**src/rtl/gf4_pkg.sv**
```systemverilog
// rtl/gf4_pkg.sv - shared GF(2^4) types and constants for the GField divider
package gf4_pkg;

  localparam int GF_WIDTH = 4;
  localparam logic [GF_WIDTH-1:0] GF_DEFAULT_POLY = 4'b0011;
  localparam int GF_OP_COUNT = 6;

  typedef enum logic [1:0] {
    IDLE = 2'd0,
    MUL  = 2'd1,
    DONE = 2'd2
  } state_t;

  typedef enum logic [1:0] {
    SQUARE = 2'd0,
    MUL_B  = 2'd1,
    MUL_A  = 2'd2
  } op_sel_t;

  // Square-and-multiply schedule for b^14 followed by the final multiply by a.
  function automatic op_sel_t op_select(input logic [2:0] op);
    op_sel_t sel;
    case (op)
      3'd1, 3'd3: sel = MUL_B;
      3'd5:       sel = MUL_A;
      default:    sel = SQUARE;
    endcase
    return sel;
  endfunction

endpackage

```
**src/rtl/gf_mul_step.sv**
```systemverilog
// rtl/gf_mul_step.sv - combinational MSB-first Horner step of a GF(2^4) serial multiplier
module gf_mul_step
  import gf4_pkg::*;
#(
  parameter logic [GF_WIDTH-1:0] POLY = GF_DEFAULT_POLY
) (
  input  logic [GF_WIDTH-1:0] p,
  input  logic [GF_WIDTH-1:0] x,
  input  logic                mbit,
  output logic [GF_WIDTH-1:0] y
);

  logic [GF_WIDTH-1:0] xt;

  always_comb begin
    xt = {p[GF_WIDTH-2:0], 1'b0} ^ (p[GF_WIDTH-1] ? POLY : '0);
    y  = xt ^ (mbit ? x : '0);
  end

endmodule

```
**src/rtl/gf_divide_four.sv**
```systemverilog
// rtl/gf_divide_four.sv - sequential GF(2^4) divider, quotient = a * b^-1 (optional GF_DIV_FAST_ONE_EN)
module gf_divide_four
  import gf4_pkg::*;
#(
  parameter logic [GF_WIDTH-1:0] POLY = GF_DEFAULT_POLY
) (
  input  logic                clk,
  input  logic                reset,
  input  logic                in_valid,
  output logic                in_ready,
  input  logic [GF_WIDTH-1:0] a,
  input  logic [GF_WIDTH-1:0] b,
  output logic                out_valid,
  input  logic                out_ready,
  output logic [GF_WIDTH-1:0] quotient,
  output logic                div_by_zero
);

  localparam logic [2:0] LAST_OP = 3'(GF_OP_COUNT - 1);

  state_t              state, state_d;
  logic [GF_WIDTH-1:0] a_r, a_d;
  logic [GF_WIDTH-1:0] b_r, b_d;
  logic [GF_WIDTH-1:0] acc, acc_d;
  logic [GF_WIDTH-1:0] p, p_d;
  logic [2:0]          op, op_d;
  logic [1:0]          bitc, bit_d;
  logic [GF_WIDTH-1:0] q_d;
  logic                dz_d;

  op_sel_t             sel;
  logic [GF_WIDTH-1:0] m;
  logic [GF_WIDTH-1:0] step_y;

  // x is always acc; only the bit-serial operand m changes with the schedule.
  always_comb begin
    sel = op_select(op);
    case (sel)
      MUL_B:   m = b_r;
      MUL_A:   m = a_r;
      default: m = acc;
    endcase
  end

  gf_mul_step #(.POLY(POLY)) u_step (
    .p    (p),
    .x    (acc),
    .mbit (m[bitc]),
    .y    (step_y)
  );

  assign in_ready  = (state == IDLE);
  assign out_valid = (state == DONE);

  always_comb begin
    state_d = state;
    a_d     = a_r;
    b_d     = b_r;
    acc_d   = acc;
    p_d     = p;
    op_d    = op;
    bit_d   = bitc;
    q_d     = quotient;
    dz_d    = div_by_zero;

    case (state)
      IDLE: begin
        if (in_valid) begin
          a_d = a;
          b_d = b;
          if (b == '0) begin
            q_d     = '0;
            dz_d    = 1'b1;
            state_d = DONE;
          end
`ifdef GF_DIV_FAST_ONE_EN
          else if (b == 4'b0001) begin
            q_d     = a;
            dz_d    = 1'b0;
            state_d = DONE;
          end
`endif
          else begin
            acc_d   = b;
            p_d     = '0;
            op_d    = 3'd0;
            bit_d   = 2'd3;
            state_d = MUL;
          end
        end
      end

      MUL: begin
        p_d = step_y;
        if (bitc == 2'd0) begin
          acc_d = step_y;
          p_d   = '0;
          bit_d = 2'd3;
          if (op == LAST_OP) begin
            op_d    = 3'd0;
            q_d     = step_y;
            dz_d    = 1'b0;
            state_d = DONE;
          end else begin
            op_d = op + 3'd1;
          end
        end else begin
          bit_d = bitc - 2'd1;
        end
      end

      DONE: begin
        if (out_ready) state_d = IDLE;
      end

      default: state_d = IDLE;
    endcase
  end

  always_ff @(posedge clk or posedge reset) begin
    if (reset) begin
      state       <= IDLE;
      a_r         <= '0;
      b_r         <= '0;
      acc         <= '0;
      p           <= '0;
      op          <= 3'd0;
      bitc        <= 2'd0;
      quotient    <= '0;
      div_by_zero <= 1'b0;
    end else begin
      state       <= state_d;
      a_r         <= a_d;
      b_r         <= b_d;
      acc         <= acc_d;
      p           <= p_d;
      op          <= op_d;
      bitc        <= bit_d;
      quotient    <= q_d;
      div_by_zero <= dz_d;
    end
  end

endmodule

```
**config.mk**
```make
export PLATFORM = sky130hd
export DESIGN_NAME = gf_divide_four
export DESIGN_NICKNAME = d
export VERILOG_FILES = /design/src/rtl/gf4_pkg.sv /design/src/rtl/gf_mul_step.sv /design/src/rtl/gf_divide_four.sv
export SDC_FILE = /design/constraint.sdc
export NUM_CORES = 1
export LEC_CHECK = 0
export BUFFER_PORTS_ARGS = -buffer_cell sky130_fd_sc_hd__buf_2
export CAP_MARGIN = 20
export CORE_MARGIN = 8
export CORE_UTILIZATION = 35
export DETAILED_ROUTE_END_ITERATION = 6
export PLACE_DENSITY_LB_ADDON = 0.25
export SLEW_MARGIN = 10
export SYNTH_ARGS = -nofsm -noshare
export SYNTH_HDL_FRONTEND = slang
export SYNTH_SLANG_ARGS = --single-unit
```
**constraint.sdc**
```tcl
create_clock -name clk -period 3.9 [get_ports clk]
set_input_delay 0.585 -clock clk [delete_from_list [all_inputs] [get_ports clk]]
set_output_delay 0.585 -clock clk [all_outputs]
set_load 0.05 [all_outputs]
```
==> metrics <==
syn nets 182; largest net degree at the start of global routing 29; Synth Cell Area 1640 sq um; gr usage total 0.118; CP endpoint kind register; die extent in x 84.5 um; final setup violation count 0; outcome completed; clock net sink count 28; commonest cells after routing, fill and taps aside 28 x dfrtp_1, 18 x buf_2, 15 x nand3_1; DIE AREA 7150 sq um; Area growth, synth to finish 13.2%; Routed WL per cell 17.1 um; Iter 0 DRT Violations 99; Starting Density 0.355; Leak 0.798 nW; Top FF cell, synth dfrtp_1; core area 4630 sq um; CP max FO 22; Root Buffer clkbuf_8; Max Slew Vio Count 0; ANT nets after route 0; Simple-Gate Fraction of Synth Area 0.227; Slew HR 0.552; clk_lat worst skew 0.28 ns; Syn Inst Count 168; GP Congestion 0.809; TritonCTS Buffers 3; number of diodes 0; worst reg2reg setup slack 1.12 ns; Placed Cells incl. Taps 230; global-route wire length before repair 6.94 mm; routed wire length 4.03 mm; worst slew pin tran 0.670 ns; Core Rows 25; CTS resizes 0; data arrival time at the worst-slack endpoint 2.95 ns; final core occ 0.402; fmax 360 MHz; nature of the critical path startpoint register; via-per-instance ratio 5.69; DRC 0; Yosys warning count 0; die height 84.5 um; Post-Synth Adder-Cell Area 0.0152; clock tree buffer depth 2; flop and latch count out of synthesis 28; vias in the first global route 1390; P per Cell Area 934 nW/um^2; initial antenna violation count 0; FFs w/ async S/R, synth 1.00; EDFF count, synth 0; hold crit path type input port to async pin; RSZ-0062 raised after global routing no; postcts setup bufs 0; setup TNS 0 ns; leading cell type in the layout, fill and taps excluded dfrtp_1; post-synthesis compound-gate area fraction 0.180; xor and xnor area share after synthesis 0.0160; Non-Filler Instances 235; largest family of logic cells by synthesized area simple AND/OR/NAND/NOR gates; post-DP HPWL 2.93 mm; sequential share of the synthesized area 0.426; max cap viols 0; Vias 1336; mux share of post-synthesis cell area 0.0814; worst vdd ir 0.411 mV; H-tree Lvls 1; CP Class register to register; I/O Pins 19; CTS tree yes; worst clock skew 0.0111 ns; Avg Synthesized Cell Area 9.79 sq um; drt first pass iters 4; fin crit period 2.78 ns; ratio of cells with drive above 1 in the final layout 0.204; Post-CTS Hold Buffers 0; Final Hold Fails 0; Final #Nets 196; total gr overflow 0; Worst Path Required 4.07 ns; crit share post-route 0.712; Port-buffer cells 18; synth unique cells 45; Worst-path clk slew 0.11 ns
[per-stage QoR]
stage	hold slack (ns)	power, mW	setup slack (ns)	area (sq um)
4_1_cts	0.498	1.74	1.14	1830
6_report	0.240	1.74	1.12	1860
3_3_place_gp	0.490	1.48	1.26	1760
5_1_grt	0.245	1.88	0.953	1860
3_5_place_dp	0.506	1.50	1.18	1760
2_1_floorplan	0.472	1.30	1.55	1640
[registers in the layout (all words and copies together), names as in the netlist]
name and count:
op 3, state 2, b_r 4, div_by_zero 1, acc 4, bitc 2
a_r 4, p 4, quotient 4
[cell usage after synthesis (all sizes together) (2+ instances only)]
master   instances  share of area
a2111oi          5          0.027
a211oi           4          0.018
a21o             2         0.0091
a21oi            4          0.012
a222oi           2          0.012
a22oi            7          0.032
a32o             2          0.012
and2             2         0.0076
buf              5          0.021
clkbuf           7          0.016
dfrtp           28           0.43
ha               2          0.015
inv              8          0.018
mux2             8          0.057
mux2i            4          0.024
nand2            6          0.014
nand2b           2         0.0076
nand3           15          0.046
nand3b           2         0.0091
nand4            2         0.0076
nand4bb          2          0.014
nor2             6          0.014
nor2b           10          0.038
nor3             2         0.0061
nor3b            2         0.0091
o21ai           11          0.033
or4bb            2          0.014
xor2             2          0.011
[per-layer routing]
| metal | share of wire | up-vias | GRT usage | wire [um] |
|---|---|---|---|---|
| li1 | - | 653 | - | - |
| met1 | 0.47 | 657 | 0.145 | 1890 |
| met2 | 0.48 | 24 | 0.195 | 1940 |
| met3 | 0.044 | 2 | 0.0351 | 177 |
| met4 | 0.0062 | 0 | 0.0291 | 25 |
| met5 | 0 | - | 0 | 0 |
[path summary, 6_finish.rpt]
check	startpoint	endpoint	cells past startpoint
worst max-delay path	op[2]$_DFFE_PP0P_	p[1]$_DFFE_PP0P_	9
worst min-delay path	reset	a_r[2]$_DFFE_PP0P_	2
worst max register to register	op[2]$_DFFE_PP0P_	p[1]$_DFFE_PP0P_	9
worst min register to register	a_r[3]$_DFFE_PP0P_	a_r[3]$_DFFE_PP0P_	1
max in group asynchronous	reset	p[1]$_DFFE_PP0P_	3
min in group clk	out_ready	state[1]$_DFFE_PP0P_	2
[worst max-delay path, stage by stage (launching register included)]
cell and delay, ns:
dfrtp_1 0.58, inv_1 0.13, ha_1 0.32, nor2b_1 0.15, a211oi_1 0.06, a2111oi_0 0.52
nor4_2 0.12, buf_4 0.23, or3_1 0.33, a32o_1 0.23
[report_power, final]
group | switching (mW) | total [mW] | internal, mW
logic | 0.539 | 0.920 | 0.382
clock network | 0.0990 | 0.237 | 0.138
registers | 0.149 | 0.582 | 0.434
[layout make-up]
class	count	area (sq um)
inverter	8	30.0
clock buffer	3	41.3
clock inverter	1	30.0
tap	54	67.6
fill	478	2770
multi-input combinational	120	860
timing repair buffer	21	133
sequential	28	701
[cell families after synthesis]
kind of cell               Yosys count
muxes                               12
and+or+nand+nor                     61
buffers and inverters               20
adders and majority gates            2
AOI/OAI and AO/OA                   42
DFF                                 28
xor gates and xnor gates             3
(Power assumes the default switching activity.)
